$ cat config.mk
export PLATFORM = sky130hd
export DESIGN_NAME = uart_tx_ctrl_flat
export DESIGN_NICKNAME = d
export VERILOG_FILES = /design/src/rtl/uart_tx_ctrl_if.sv /design/src/rtl/uart_tx_ctrl.sv /design/src/flat_wrapper.sv
export SDC_FILE = /design/constraint.sdc
export NUM_CORES = 1
export LEC_CHECK = 0
export CORE_MARGIN = 1.5
export CORE_UTILIZATION = 40
export DETAILED_ROUTE_END_ITERATION = 10
export RECOVER_POWER = 100
export SLEW_MARGIN = 20
export SYNTH_ARGS = -nofsm -noshare
export SYNTH_HDL_FRONTEND = slang
export SYNTH_SLANG_ARGS = --single-unit
$ cat constraint.sdc
create_clock -name clk -period 4.1 [get_ports clk]
set_input_delay 1.23 -clock clk [delete_from_list [all_inputs] [get_ports clk]]
set_output_delay 1.23 -clock clk [all_outputs]
set_load 0.02 [all_outputs]
$ cat src/rtl/uart_tx_ctrl_if.sv
// ---------------------------------------------------------------------------
// uart_tx_ctrl_if
//
// Bundles the configuration, FIFO handshake and serial-line signals of the
// UART transmit sequencer so they travel as one port.
//
//   slave  : view taken by uart_tx_ctrl (consumes config/FIFO, drives line)
//   master : view taken by whatever supplies config and the FIFO
//
// Signals
//   en          transmit enable; new frames start only while high
//   baud_div    clock cycles per bit (0 behaves as 1)
//   parity_en   insert a parity bit after the data bits
//   parity_odd  1 = odd parity, 0 = even
//   two_stop    1 = two stop bits, 0 = one
//   txfe        transmit FIFO empty flag
//   fifo_data   FIFO head byte, valid while txfe = 0
//   shift       one-cycle pop strobe to the FIFO
//   tx          serial line, idle high
//   busy        sequencer is outside IDLE
//   tx_done     one-cycle pulse after the last stop bit of a frame
// ---------------------------------------------------------------------------
interface uart_tx_ctrl_if #(
    parameter int DIV_WIDTH = 16
);
    logic                 en;
    logic [DIV_WIDTH-1:0] baud_div;
    logic                 parity_en;
    logic                 parity_odd;
    logic                 two_stop;
    logic                 txfe;
    logic [7:0]           fifo_data;
    logic                 shift;
    logic                 tx;
    logic                 busy;
    logic                 tx_done;

    modport slave (
        input  en,
        input  baud_div,
        input  parity_en,
        input  parity_odd,
        input  two_stop,
        input  txfe,
        input  fifo_data,
        output shift,
        output tx,
        output busy,
        output tx_done
    );

    modport master (
        output en,
        output baud_div,
        output parity_en,
        output parity_odd,
        output two_stop,
        output txfe,
        output fifo_data,
        input  shift,
        input  tx,
        input  busy,
        input  tx_done
    );
endinterface

$ cat src/rtl/uart_tx_ctrl.sv
// ---------------------------------------------------------------------------
// uart_tx_ctrl
//
// Transmit-side sequencer between tx_fifo and the serial pin. While enabled
// and the FIFO holds data it pops one byte per frame and serializes it as
// start bit, DATA_BITS data bits LSB-first, optional parity, one or two stop
// bits. Each bit lasts a programmable number of clock cycles.
//
// Ports
//   clk    system clock, rising edge
//   reset  asynchronous, active-low
//   bus    uart_tx_ctrl_if.slave (config, FIFO handshake, tx/busy/tx_done)
//
// State table
//   state    | meaning
//   ---------+-----------------------------------------------------------
//   IDLE     | line high, waiting for en && !txfe
//   LOAD     | one cycle: pop strobe, capture byte and frame config
//   START    | line low for one bit period
//   DATA     | line = shift register bit 0, DATA_BITS bit periods
//   PARITY   | line = parity of captured data, one bit period
//   STOP     | line high for one or two bit periods
//
// All outputs are decoded from registered state only, so nothing on the
// input side reaches an output combinationally.
// ---------------------------------------------------------------------------
module uart_tx_ctrl #(
    parameter int DATA_BITS = 8,
    parameter int DIV_WIDTH = 16
) (
    input  logic          clk,
    input  logic          reset,
    uart_tx_ctrl_if.slave bus
);

    localparam logic [2:0] S_IDLE   = 3'd0;
    localparam logic [2:0] S_LOAD   = 3'd1;
    localparam logic [2:0] S_START  = 3'd2;
    localparam logic [2:0] S_DATA   = 3'd3;
    localparam logic [2:0] S_PARITY = 3'd4;
    localparam logic [2:0] S_STOP   = 3'd5;

    localparam logic [3:0]           LAST_BIT = 4'(DATA_BITS - 1);
    localparam logic [DIV_WIDTH-1:0] DIV_ONE  = DIV_WIDTH'(1);

    logic [2:0]           r_state;
    logic [2:0]           w_next_state;

    // Frame registers, loaded only in LOAD so mid-frame config edits are inert
    logic [DIV_WIDTH-1:0] r_div;
    logic                 r_par_en;
    logic                 r_par_odd;
    logic                 r_two_stop;
    logic                 r_data_par;

    logic [DIV_WIDTH-1:0] r_cnt;
    logic [3:0]           r_bit_idx;
    logic                 r_stop_idx;
    logic [DATA_BITS-1:0] r_shreg;
    logic                 r_tx_done;

    logic [DIV_WIDTH-1:0] w_div_eff;
    logic                 w_tick;
    logic                 w_last_stop;
    logic                 w_start_ok;
    logic                 w_frame_end;
    logic                 w_tx;

    // A divisor of 0 would never reach its terminal count; run it as 1
    assign w_div_eff   = (bus.baud_div == '0) ? DIV_ONE : bus.baud_div;

    // r_div is never 0 once loaded, so div-1 cannot wrap
    assign w_tick      = (r_cnt == (r_div - DIV_ONE));
    assign w_last_stop = !r_two_stop || r_stop_idx;
    assign w_start_ok  = bus.en && !bus.txfe;
    assign w_frame_end = (r_state == S_STOP) && w_tick && w_last_stop;

    always_comb begin
        w_next_state = r_state;
        case (r_state)
            S_IDLE: begin
                if (w_start_ok) begin
                    w_next_state = S_LOAD;
                end
            end
            S_LOAD: begin
                w_next_state = S_START;
            end
            S_START: begin
                if (w_tick) begin
                    w_next_state = S_DATA;
                end
            end
            S_DATA: begin
                if (w_tick && (r_bit_idx == LAST_BIT)) begin
                    w_next_state = r_par_en ? S_PARITY : S_STOP;
                end
            end
            S_PARITY: begin
                if (w_tick) begin
                    w_next_state = S_STOP;
                end
            end
            S_STOP: begin
                // Chain straight into the next LOAD so back-to-back frames
                // have only the single LOAD cycle between them
                if (w_tick && w_last_stop) begin
                    w_next_state = w_start_ok ? S_LOAD : S_IDLE;
                end
            end
            default: begin
                w_next_state = S_IDLE;
            end
        endcase
    end

    always_ff @(posedge clk or negedge reset) begin
        if (!reset) begin
            r_state    <= S_IDLE;
            r_div      <= DIV_ONE;
            r_par_en   <= 1'b0;
            r_par_odd  <= 1'b0;
            r_two_stop <= 1'b0;
            r_data_par <= 1'b0;
            r_cnt      <= '0;
            r_bit_idx  <= '0;
            r_stop_idx <= 1'b0;
            r_shreg    <= '0;
            r_tx_done  <= 1'b0;
        end else begin
            r_state   <= w_next_state;
            r_tx_done <= w_frame_end;

            case (r_state)
                S_LOAD: begin
                    r_shreg    <= bus.fifo_data[DATA_BITS-1:0];
                    r_data_par <= ^bus.fifo_data[DATA_BITS-1:0];
                    r_div      <= w_div_eff;
                    r_par_en   <= bus.parity_en;
                    r_par_odd  <= bus.parity_odd;
                    r_two_stop <= bus.two_stop;
                    r_cnt      <= '0;
                    r_bit_idx  <= '0;
                    r_stop_idx <= 1'b0;
                end
                S_START, S_DATA, S_PARITY, S_STOP: begin
                    if (w_tick) begin
                        r_cnt <= '0;
                    end else begin
                        r_cnt <= r_cnt + DIV_ONE;
                    end

                    if ((r_state == S_DATA) && w_tick) begin
                        r_shreg   <= r_shreg >> 1;
                        r_bit_idx <= r_bit_idx + 4'd1;
                    end

                    if ((r_state == S_STOP) && w_tick) begin
                        r_stop_idx <= 1'b1;
                    end
                end
                default: begin
                    r_cnt <= '0;
                end
            endcase
        end
    end

    always_comb begin
        w_tx = 1'b1;
        case (r_state)
            S_START:  w_tx = 1'b0;
            S_DATA:   w_tx = r_shreg[0];
            S_PARITY: w_tx = r_data_par ^ r_par_odd;
            default:  w_tx = 1'b1;
        endcase
    end

    assign bus.tx      = w_tx;
    assign bus.shift   = (r_state == S_LOAD);
    assign bus.busy    = (r_state != S_IDLE);
    assign bus.tx_done = r_tx_done;

endmodule

$ cat src/flat_wrapper.sv
// flat-port wrapper written by rule: the top's interface ports become plain ports
module uart_tx_ctrl_flat 
#(
    parameter int DATA_BITS = 8,
    parameter int DIV_WIDTH = 16
)
  (clk, reset, bus_en, bus_baud_div, bus_parity_en, bus_parity_odd, bus_two_stop, bus_txfe, bus_fifo_data, bus_shift, bus_tx, bus_busy, bus_tx_done);
  uart_tx_ctrl_if #(.DIV_WIDTH(DIV_WIDTH)) bus_i ();
  input  logic clk;
  input  logic reset;
  input wire logic [$bits(bus_i.en)-1:0] bus_en;
  input wire logic [$bits(bus_i.baud_div)-1:0] bus_baud_div;
  input wire logic [$bits(bus_i.parity_en)-1:0] bus_parity_en;
  input wire logic [$bits(bus_i.parity_odd)-1:0] bus_parity_odd;
  input wire logic [$bits(bus_i.two_stop)-1:0] bus_two_stop;
  input wire logic [$bits(bus_i.txfe)-1:0] bus_txfe;
  input wire logic [$bits(bus_i.fifo_data)-1:0] bus_fifo_data;
  output wire logic [$bits(bus_i.shift)-1:0] bus_shift;
  output wire logic [$bits(bus_i.tx)-1:0] bus_tx;
  output wire logic [$bits(bus_i.busy)-1:0] bus_busy;
  output wire logic [$bits(bus_i.tx_done)-1:0] bus_tx_done;
  assign bus_i.en = bus_en;
  assign bus_i.baud_div = bus_baud_div;
  assign bus_i.parity_en = bus_parity_en;
  assign bus_i.parity_odd = bus_parity_odd;
  assign bus_i.two_stop = bus_two_stop;
  assign bus_i.txfe = bus_txfe;
  assign bus_i.fifo_data = bus_fifo_data;
  assign bus_shift = bus_i.shift;
  assign bus_tx = bus_i.tx;
  assign bus_busy = bus_i.busy;
  assign bus_tx_done = bus_i.tx_done;
  uart_tx_ctrl #(.DATA_BITS(DATA_BITS), .DIV_WIDTH(DIV_WIDTH)) u_core (.clk(clk), .reset(reset), .bus(bus_i));
endmodule
=== After elaboration in Yosys (flattened, before gate mapping) ===
Cells that the tools add are included.

* Flip-flop bits (word level): 53
* Word-level logic and storage cells: 65
* Input port bits: 31

* Eq/ne operators: 14
* Add/subtract/negate cells: 3
* Mux-type cells: 18
* Reductions and logical operators: 18
* Bitwise operators: 1

{| class="wikitable"
|+ Operator list
! operator !! number
|-
| $mux W16 || 3
|-
| $pmux W3 S6 || 1
|-
| $add A16 B1 Y16 const B || 1
|-
| $eq A16 B16 Y1 || 1
|-
| $logic_not A16 Y1 || 1
|-
| $pmux W8 S2 || 1
|-
| $sub A16 B1 Y16 const B || 1
|-
| $mux W3 || 5
|-
| $ne A2 B1 Y1 const B || 7
|-
| $mux W8 || 1
|-
| $pmux W4 S2 || 1
|-
| $reduce_xor A8 Y1 || 1
|-
| $eq A3 B2 Y1 const B || 2
|-
| $eq A3 B3 Y1 const B || 2
|-
| $logic_and A1 B1 Y1 || 6
|-
| $reduce_and A5 Y1 || 1
|-
| $add A4 B1 Y4 const B || 1
|-
| $eq A4 B3 Y1 const B || 1
|-
| $mux W4 || 1
|-
| $reduce_and A2 Y1 || 2
|-
| $reduce_or A4 Y1 || 1
|-
| $eq A3 B1 Y1 const B || 1
|-
| $logic_not A3 Y1 || 1
|-
| $mux W1 || 3
|-
| 7 further kinds || 8
|}

=== Depth between registers and ports, before layout ===
Gate-level depths: netlist (run 1).

* Depth after elaboration: 5
* Mapped depth: 12

=== Worst setup path after synthesis (run 1) ===
Ideal clock, no wire load.

* Path type: register to register
* Start: reg u_core.r_div[0]
* End: reg u_core.r_shreg[0]
* Clock period less this slack: 3.384 ns
* Setup slack: 0.716 ns
* Stages on the path, launching flop included: 13
* Buffers on the path: 3
* Data arrival time: 3.259 ns
* Required time: 3.975 ns
* Cell sequence: dfstp_2 > clkbuf_1 > inv_1 > ha_1 > or4b_1 > o31a_1 > o32a_1 > o21a_1 > or4_1 > buf_2 > a21o_1 > buf_6 > mux2_4

* Cells in the longest elaborated chain, start to end: 5

{| class="wikitable"
|+ Ends and longest elaborated chain
! what !! RTL line !! text
|-
| from (decl) || uart_tx_ctrl.sv:50 || <nowiki>logic [DIV_WIDTH-1:0] r_div;</nowiki>
|-
| from (signal assigned) || uart_tx_ctrl.sv:138 || <nowiki>r_div <= w_div_eff;</nowiki>
|-
| $sub A16 B1 Y16 || uart_tx_ctrl.sv:73 || <nowiki>assign w_tick = (r_cnt == (r_div - DIV_ONE));</nowiki>
|-
| $eq A16 B16 Y1 || uart_tx_ctrl.sv:73 ||
|-
| $logic_and A1 B1 Y1 || uart_tx_ctrl.sv:153 || <nowiki>if ((r_state == S_DATA) && w_tick) begin</nowiki>
|-
| $ne A2 B1 Y1 (no line) || -- ||
|-
| $reduce_and A2 Y1 (no line) || -- ||
|-
| to (signal assigned) || uart_tx_ctrl.sv:136 || <nowiki>r_shreg <= bus.fifo_data[DATA_BITS-1:0];</nowiki>
|-
| to (signal assigned) || uart_tx_ctrl.sv:154 || <nowiki>r_shreg <= r_shreg >> 1;</nowiki>
|-
| to (decl) || uart_tx_ctrl.sv:59 || <nowiki>logic [DATA_BITS-1:0] r_shreg;</nowiki>
|}

No other way between the ends.
A chain may end at the register's enable or synchronous reset.

=== Worst setup path in the final report (run 1) ===
* Start: reg u_core.r_div[1]
* End: reg u_core.r_shreg[4]

Same word-level chain as after synthesis.

==> results of run 1 <==
[state kept, by name, indices dropped and copies added (netlist names), 3 cells and up]
signal	cells
u_core.r_state	3
u_core.r_div	16
u_core.r_shreg	8
u_core.r_bit_idx	4
u_core.r_cnt	16
[cell type report]
class / count / area, um2
clock buffer: 5 / 68.8
clock inverter: 3 / 17.5
fill: 744 / 4110
inverter: 6 / 22.5
multi-input combinational: 253 / 1780
sequential: 53 / 1330
tap: 102 / 128
timing repair buffer: 38 / 353
[synthesized netlist by cell type, types with 2 or more instances]
library cell  number  area share [%]
nor4_1             8             1.5
nand3_1           14             2.2
nor2_1            36             4.2
or3_1              2            0.38
or2_2              3            0.58
clkbuf_1          12             1.4
nor2b_1            7             1.3
o21a_1             2            0.46
a22o_1             2            0.54
mux2_2            26             9.0
a31oi_1            2            0.38
nor3_1            12             1.8
a21o_1             3            0.69
mux2_4             7             3.2
nand3b_1           2            0.46
xnor2_1           22             5.9
mux2i_1            3            0.92
buf_2              4            0.62
ha_1               3             1.2
and3_1             7             1.3
a211oi_1           3            0.69
or4b_1             2            0.62
nand2b_1          10             1.9
nand4_1            4            0.77
dfrtp_1           52              40
a21oi_1            5            0.77
nor4b_1            2            0.54
inv_1              6            0.69
nand2_1           17             2.0
buf_6              2            0.69
o21ai_0           13             2.0
xor2_1            13             3.5
[worst max-delay path: stages, from the launching register on]
cell     delay [ns]
dfrtp_1        0.43
inv_1          0.09
ha_1           0.31
or4b_1         0.53
o31a_1         0.33
o32a_1         0.34
o21a_1         0.11
or4_1          0.67
a21o_1         0.35
mux2_1         0.36
[metal layers]
metal | vias up | GRT usage [%] | share of wire (%)
li1 | 1225 | - | -
met1 | 1174 | 27.2 | 52
met2 | 58 | 25.8 | 43
met3 | 9 | 2.76 | 3.8
met4 | 0 | 4.92 | 1.3
met5 | - | 0 | 0
[cell families (layout without fill, tap and decap cells)]
kind of cell / Yosys count / count (layout)
buffers and inverters: 25 / 52
flip-flops: 53 / 53
AO/OA/AOI/OAI: 47 / 47
adder cells (fa/ha/maj): 3 / 3
multiplexers: 36 / 36
XOR/XNOR: 36 / 36
AND/OR/NAND/NOR: 131 / 131
[path summary, 6_finish.rpt]
path | startpoint | end | slack, ns
max | u_core.r_div[1] | u_core.r_shreg[4] | 0.47
min | u_core.r_stop_idx | u_core.r_stop_idx | 0.50
max reg2reg | u_core.r_div[1] | u_core.r_shreg[4] | 0.47
min reg2reg | u_core.r_stop_idx | u_core.r_stop_idx | 0.50
max in group asynchronous | reset | u_core.r_div[10] | 0.90
min in group asynchronous | reset | u_core.r_stop_idx | 1.38
[cell usage in the layout, fill, tap and decap left out, drive strengths merged, types with 3 or more instances in the layout]
cell           synthesis  routed
ha                     3       3
nor4                   8       8
nand2                 17      17
nor3                  12      12
and3                   7       7
o21ai                 13      13
or2                    3       3
mux2                  33      33
dfrtp                 52      52
dlygate4sd3            0       4
mux2i                  3       3
a211oi                 4       4
xnor2                 22      22
nand3                 14      14
nor2b                  7       7
a21o                   3       3
clkbuf                12       9
inv                    6       6
a21oi                  5       5
xor2                  13      13
nor2                  36      36
nand2b                10      10
nand4                  4       4
clkdlybuf4s50          0      29
[stage by stage]
stage / hold slack (ns) / area (um2) / total power (W)
6_report: 0.498 / 3700 / 0.00171
5_1_grt: 0.537 / 3700 / 0.00184
4_1_cts: 0.505 / 3740 / 0.00174
3_5_place_dp: 0.482 / 3650 / 0.00144
3_3_place_gp: 0.483 / 3650 / 0.00143
2_1_floorplan: 0.461 / 3250 / 0.00128
[power by group through the flow]
stage / Combinational [W] / Sequential [W] / Clock [W]
after floorplan: 0.000540 / 0.000740 / 0
after global placement: 0.000594 / 0.000841 / 0
after detailed placement: 0.000602 / 0.000842 / 0
after CTS: 0.000606 / 0.000833 / 0.000301
after global routing: 0.000652 / 0.000860 / 0.000328
final: 0.000582 / 0.000835 / 0.000296
==> flow_summary.yaml, run 1 <==
run_status:
  status: "finished, violations left"
  violations: "max-capacitance violations, max-slew violations"
cells_and_area:
  layoutNonFillerInstCount: 460
  final_util_pct: 47.4
  diodes: 0
  drive_above_1_share_pct: 12.0
  nets: 391
  area_delta_synth_final_pct: 13.8
clocking:
  postCtsSetupBuffers: 0
  cts_tree: "done"
  cts_root_buf: "clkbuf_8"
  cts_hold_buf: 0
  insertion_delay_ns: 0.31
  numCtsBuffers: 5
  clock_path_buffers: 2
  cts_resized: 0
  h-tree-depth: 2
  cts_num_sinks: 53
  cts.reportedPaths.clkPinSlew_ns: 0.10
power:
  power.internal_w: 0.00109
  switchingPower_w: 0.000624
  vdd_ir_drop_max_mv: 0.214
  leakagePower_nw: 1.49
  p_per_area_mw_per_mm2: 463
  p_sw_share_pct: 36.4
  power_frac_comb_pct: 34.0
  power.share.sequential_pct: 48.8
  clockPowerShare_pct: 17.3
synth:
  synth.avg_cell_area_um2: 9.82
  synth-simple-area-share_pct: 20.9
  synth_top_family_by_area: "simple AND/OR/NAND/NOR gates"
  syn_nets: 365
  ys_seq_area_share_pct: 40.8
  synth_compound_area_share_pct: 10.3
  synth_edf_count: 0
  synthAdderAreaFrac_pct: 1.15
  synth_xor_xnor_area_share_pct: 10.1
  async_reset_ff_share_pct: 100
  ys.warnings.count: 0
  ys_types: 57
  syn_area_mm2: 0.00325
  synth_mux_area_share_pct: 13.2
  syn_inst: 331
  dominantRegCellSynth: "dfrtp_1"
  ys_ff_latch: 53
detailed_routing:
  vias_per_cell: 5.36
  drc: 0
  routed_wl_um: 6980
  firstDrtPassIters: 4
  drtIter0Drc: 174
  vias: 2466
  wire_per_inst_um: 15.2
  antenna_left: 0
timing:
  finalMaxSlewViolations: 33
  skew_ns: 0.00397
  fin_crit_ns: 3.63
  fin_ws_ns: 0.467
  hold_viol: 0
  rsz0062_at_grt: "false"
  setup_viol: 0
  fmax_ghz: 0.275
  final.setup.tns_ns: 0
  worst_slew_pin_slew_ns: 1.77
  fin_crit_sh_pct: 88.6
  relSlewSlack_pct: -18.1
global_route:
  track_usage_pct: 17.8
  antenna_found_initial: 0
  grt_first_pass_wirelength_um: 12100
  grt_max_degree: 33
  grt_pass1_vias: 2416
  overflow: 0
placement:
  hpwl_um: 5200
  preCtsSetupSlack_ns: 0.489
  gp_congestion: 0.859
  placed_cells: 452
  port_buffers: 34
setup_path:
  worstSetupStartpointType: "flop"
  required_ns: 4.30
  r2r_cells: 9
  arrival_ns: 3.83
  cp_max_fo: 9
  path_class: "flop to flop"
  endpoint_kind: "flop"
min_path:
  hold_depth: 1
  worstHoldPathType: "flop to flop"
floorplanning:
  die_h_um: 93.1
  pin_count: 35
  initial_core_util_pct: 41.6
  core_area_mm2: 0.00781
  fp-row-count: 32
  die_x_um: 93.1
  die-area_mm2: 0.00868
job:
  cap_viol_max_count: 1
(Power assumes the default switching activity.)
==> inputs of run 2 (changes only) <==
--- a/config.mk
+++ b/config.mk
@@ -6,7 +6,7 @@
 export NUM_CORES = 1
 export LEC_CHECK = 0
 export CORE_MARGIN = 1.5
-export CORE_UTILIZATION = 40
+export CORE_UTILIZATION = 27
 export DETAILED_ROUTE_END_ITERATION = 10
 export RECOVER_POWER = 100
 export SLEW_MARGIN = 20
==> run 2 against run 1 <==
Net effect:
- the run still ends with max-capacitance violations, max-slew violations left
- register-to-register slack improved by 0.13 ns
- flip-flop and latch count did not move
- maximum frequency up 3.9%
- utilization down 14 points
- critical endpoint is now u_core.r_cnt[13]
- largest power group unchanged
==> flow_summary.yaml, run 2 (synthesis results as in run 1) <==
run_status:
  status: "finished, violations left"
  violations: "max-capacitance violations, max-slew violations"
timing:
  fin_crit_sh_pct: 85.3
  fmax_ghz: 0.286
  rsz0062_at_grt: "false"
  fin_ws_ns: 0.602
  skew_ns: 0.00522
  worst_slew_pin_slew_ns: 1.54
  finalMaxSlewViolations: 30
  final.setup.tns_ns: 0
  holdWs_ns: 0.503
  relSlewSlack_pct: -2.37
  hold_viol: 0
  setup_viol: 0
  fin_crit_ns: 3.50
floorplanning:
  initial_core_util_pct: 28.1
  core_area_mm2: 0.0116
  die_h_um: 113
  die-area_mm2: 0.0127
  fp-row-count: 39
  pin_count: 35
  die_x_um: 113
min_path:
  worstHoldPathType: "flop to flop"
  hold_depth: 1
  min_from: "u_core.r_shreg[1]"
  hold_path_end: "u_core.r_shreg[1]"
global_route:
  grt_max_degree: 30
  track_usage_pct: 12.0
  grt_pass1_vias: 2587
  antenna_found_initial: 0
  overflow: 0
  grt_first_pass_wirelength_um: 12300
placement:
  port_buffers: 34
  hpwl_um: 5450
  gp_congestion: 0.822
  place_area_mm2: 0.00371
  preCtsSetupSlack_ns: 0.602
clocking:
  cts_tree: "done"
  clock_path_buffers: 2
  cts_resized: 0
  cts_hold_buf: 0
  insertion_delay_ns: 0.29
  cts_root_buf: "clkbuf_16"
  numCtsBuffers: 5
  cts.reportedPaths.clkPinSlew_ns: 0.07
  h-tree-depth: 2
  postCtsSetupBuffers: 0
  cts_num_sinks: 53
detailed_routing:
  drc: 0
  vias_per_cell: 4.99
  firstDrtPassIters: 4
  routed_wl_um: 7220
  vias: 2498
  antenna_left: 0
  drtIter0Drc: 131
  wire_per_inst_um: 14.4
power:
  power.share.sequential_pct: 43.6
  p_total_w: 0.00191
  clockPowerShare_pct: 25.6
  p_sw_share_pct: 33.1
  power_frac_comb_pct: 30.8
  power.internal_w: 0.00128
  switchingPower_w: 0.000633
  p_per_area_mw_per_mm2: 497
  leakagePower_nw: 1.53
  vdd_ir_drop_max_mv: 0.219
cells_and_area:
  seq_area_mm2: 0.00133
  nets: 391
  area_delta_synth_final_pct: 18.2
  layout_common_cells: "dfrtp_1, nor2_1, clkdlybuf4s50_1, mux2_2, xnor2_1"
  final_common_cell: "dfrtp_1"
  drive_above_1_share_pct: 12.3
  diodes: 0
  top_regs: "u_core.r_cnt x16, u_core.r_div x16, u_core.r_shreg x8"
  multiInputGateArea_mm2: 0.00179
  nFillCells: 1153
  final_area_mm2: 0.00384
setup_path:
  worstSetupStartpointType: "flop"
  cp_max_fo: 15
  required_ns: 4.25
  ff2ff_setup_slack_ns: 0.60
  reg2reg_to: "u_core.r_cnt[13]"
  arrival_ns: 3.65
  r2r_cells: 10
  worstReg2RegStart: "u_core.r_div[1]"
  endpoint_kind: "flop"
  crit_path_start: "u_core.r_div[1]"
  path_class: "flop to flop"
job:
  cap_viol_max_count: 1
run 2: cell count changes in the layout (fill, tap and decap cells not counted), sizes merged:
| cell | delta |
|---|---|
| clkbuf | +1 |
| clkinv | -2 |
| clkinvlp | -1 |
| buf | +1 |
| bufinv | +1 |
run 2: metrics by stage:
| stage | cells | utilization, % |
|---|---|---|
| after global routing | 501 | 33.2 |
| final | 501 | 33.2 |
| after CTS | 501 | 33.5 |
| after global placement | 493 | 32.0 |
| after detailed placement | 493 | 32.0 |
| after floorplan | 331 | - |
run 2: power by group through the flow:
stage | Combinational (W) | Clock [W] | Sequential, W
floorplan | 0.000540 | 0 | 0.000740
global placement | 0.000598 | 0 | 0.000835
detailed placement | 0.000610 | 0 | 0.000841
CTS | 0.000614 | 0.000499 | 0.000832
global route | 0.000660 | 0.000520 | 0.000857
finish | 0.000589 | 0.000489 | 0.000832
run 2: worst max path at each step:
stage | to | cells after the start
2_1_floorplan | u_core.r_shreg[0] | 12
3_3_place_gp | u_core.r_cnt[11] | 10
3_5_place_dp | u_core.r_cnt[9] | 10
4_1_cts | u_core.r_cnt[9] | 10
5_1_grt | u_core.r_cnt[3] | 10
6_report | u_core.r_cnt[13] | 10
run 2: layout make-up:
type / count / area share, %
multi-input combinational: 253 / 46.5
sequential: 53 / 34.5
timing repair buffer: 38 / 9.28
tap: 143 / 4.65
clock buffer: 7 / 3.71
clock inverter: 1 / 0.781
inverter: 6 / 0.586
run 2: routing by layer:
metal	up-vias	GRT usage [%]	routed length (um)
met2	47	21.0	3560
met5	-	0	0
li1	1231	-	-
met3	11	1.77	190
met4	0	4.30	162
met1	1209	15.0	3310
run 2: worst max-delay path: stages (launching register included):
cell and delay, ns:
dfrtp_1 0.42, inv_1 0.09, ha_1 0.30, or4b_1 0.52
o31a_1 0.32, o32a_1 0.34, o21a_1 0.11, or4_1 0.54
buf_4 0.21, nand2_1 0.40, nor2_1 0.10
==> inputs of run 3 (changes only) <==
--- a/config.mk
+++ b/config.mk
@@ -5,7 +5,7 @@
 export SDC_FILE = /design/constraint.sdc
 export NUM_CORES = 1
 export LEC_CHECK = 0
-export CORE_MARGIN = 1.5
+export CORE_MARGIN = 1
 export CORE_UTILIZATION = 27
 export DETAILED_ROUTE_END_ITERATION = 10
 export RECOVER_POWER = 100
==> run 3 against run 2 <==
Net effect:
- via count increased by 0.24%
- total power grew 2.3%
- global-route usage is 0.62 points higher
- critical endpoint is now u_core.r_bit_idx[0]
- register-to-register slack worse by 0.13 ns
- critical path type unchanged
- clock skew hardly changed
- clock power increased by 9.6%
- largest power group unchanged
- hold slack worse by 0.013 ns
- clock-buffer cell count decreased by 2
- the flow now finishes without violations
- final cell count did not move
- highest routed layer unchanged
- non-clock buffer count unchanged
- flip-flop and latch count stayed put
==> flow_summary.yaml, run 3 (synthesis results as in run 1) <==
floorplanning:
  pin_count: 35
  die-area_mm2: 0.0125
  die_h_um: 112
  initial_core_util_pct: 28.1
  fp-row-count: 39
  die_x_um: 112
  core_area_mm2: 0.0116
power:
  clockPowerShare_pct: 27.4
  p_per_area_mw_per_mm2: 506
  power.internal_w: 0.00132
  vdd_ir_drop_max_mv: 0.282
  p_sw_share_pct: 32.4
  leakagePower_nw: 1.54
  power_frac_comb_pct: 30.0
  power.share.sequential_pct: 42.5
  switchingPower_w: 0.000632
detailed_routing:
  vias_per_cell: 5.00
  wire_per_inst_um: 14.7
  antenna_left: 0
  firstDrtPassIters: 4
  drtIter0Drc: 107
  routed_wl_um: 7370
  vias: 2504
  drc: 0
timing:
  rsz0062_at_grt: "false"
  hold_viol: 0
  finalMaxSlewViolations: 0
  setup_viol: 0
  fmax_ghz: 0.276
  worst_slew_pin_slew_ns: 1.46
  fin_crit_ns: 3.63
  relSlewSlack_pct: 2.72
  final.setup.tns_ns: 0
  skew_ns: 0.00521
  fin_crit_sh_pct: 88.5
min_path:
  worstHoldPathType: "flop to flop"
cells_and_area:
  final_util_pct: 33.3
  top_regs: "u_core.r_cnt x16, u_core.r_div x16, u_core.r_shreg x8"
  area_delta_synth_final_pct: 18.6
  multiInputGateArea_mm2: 0.00178
  final_area_mm2: 0.00386
  seq_area_mm2: 0.00133
  drive_above_1_share_pct: 12.3
  final_common_cell: "dfrtp_1"
  nets: 391
  nFillCells: 1162
  diodes: 0
  layout_common_cells: "dfrtp_1, nor2_1, clkdlybuf4s50_1, mux2_2, xnor2_1"
clocking:
  postCtsSetupBuffers: 0
  cts_tree: "done"
  cts_hold_buf: 0
  cts_num_sinks: 53
  h-tree-depth: 2
  clock_path_buffers: 2
  cts_root_buf: "clkbuf_16"
  insertion_delay_ns: 0.29
  cts.reportedPaths.clkPinSlew_ns: 0.07
  numCtsBuffers: 5
  cts_resized: 0
global_route:
  track_usage_pct: 12.6
  grt_max_degree: 30
  overflow: 0
  grt_first_pass_wirelength_um: 12700
  grt_pass1_vias: 2603
  antenna_found_initial: 0
placement:
  place_area_mm2: 0.00371
  port_buffers: 34
  hpwl_um: 5440
  gp_congestion: 0.828
setup_path:
  path_class: "flop to flop"
  cp_max_fo: 12
  slowest_stage: "or4_1"
  worstSetupStartpointType: "flop"
  endpoint_kind: "flop"
  cp_num_buf_inv: 2
  crit_family: "simple AND/OR/NAND/NOR gates"
  crit_chain: "inv_1 > ha_1 > or4b_1 > o31a_1 > o32a_1 > o21a_1 > or4_1 > clkbuf_1 > mux2_2 > a22o_1"
  max_stage_delay_ns: 0.57
  arrival_ns: 3.80
  required_ns: 4.27
run_status:
  status: "completed"
job:
  cap_viol_max_count: 0
==> run 3: cell type report <==
type,instances,share of cell area (%)
Inverter,6,0.584
Clock inverter,3,1.69
Sequential cell,53,34.4
Tap cell,143,4.64
Multi-Input combinational cell,253,46.2
Timing Repair Buffer,38,9.18
Clock buffer,5,3.24
==> run 3: power groups by stage <==
stage / Sequential [W] / Combinational (W) / Clock, W
final: 0.000830 / 0.000587 / 0.000536
after global routing: 0.000859 / 0.000658 / 0.000567
after CTS: 0.000832 / 0.000612 / 0.000552
after detailed placement: 0.000840 / 0.000609 / 0
after global placement: 0.000835 / 0.000602 / 0
after floorplan: 0.000740 / 0.000540 / 0
==> run 3: worst paths after layout <==
path / start / to / slack (ns) / depth (start not counted)
worst max-delay path: u_core.r_div[1] / u_core.r_bit_idx[0] / 0.47 / 10
worst min-delay path: u_core.r_shreg[6] / u_core.r_shreg[6] / 0.49 / 1
worst max register to register: u_core.r_div[1] / u_core.r_bit_idx[0] / 0.47 / 10
worst min register to register: u_core.r_shreg[6] / u_core.r_shreg[6] / 0.49 / 1
max in group asynchronous: reset / u_core.r_cnt[7] / 1.48 / 2
min in group asynchronous: reset / u_core.r_two_stop / 1.23 / 1
==> run 3: metal layers <==
| metal | up-vias | track usage [%] | wire length, um |
|---|---|---|---|
| met5 | - | 0 | 0 |
| met3 | 8 | 1.80 | 221 |
| met4 | 0 | 3.78 | 73 |
| met2 | 50 | 22.9 | 3780 |
| met1 | 1216 | 15.3 | 3290 |
| li1 | 1230 | - | - |
==> run 3: metrics by stage <==
step | total power, W | hold slack [ns] | setup slack [ns] | cells
global route | 0.00208 | 0.510 | 0.273 | 501
floorplan | 0.00128 | 0.461 | 0.716 | 331
CTS | 0.00200 | 0.497 | 0.588 | 501
finish | 0.00195 | 0.490 | 0.471 | 501
detailed placement | 0.00145 | 0.482 | 0.608 | 493
global placement | 0.00144 | 0.475 | 0.676 | 493
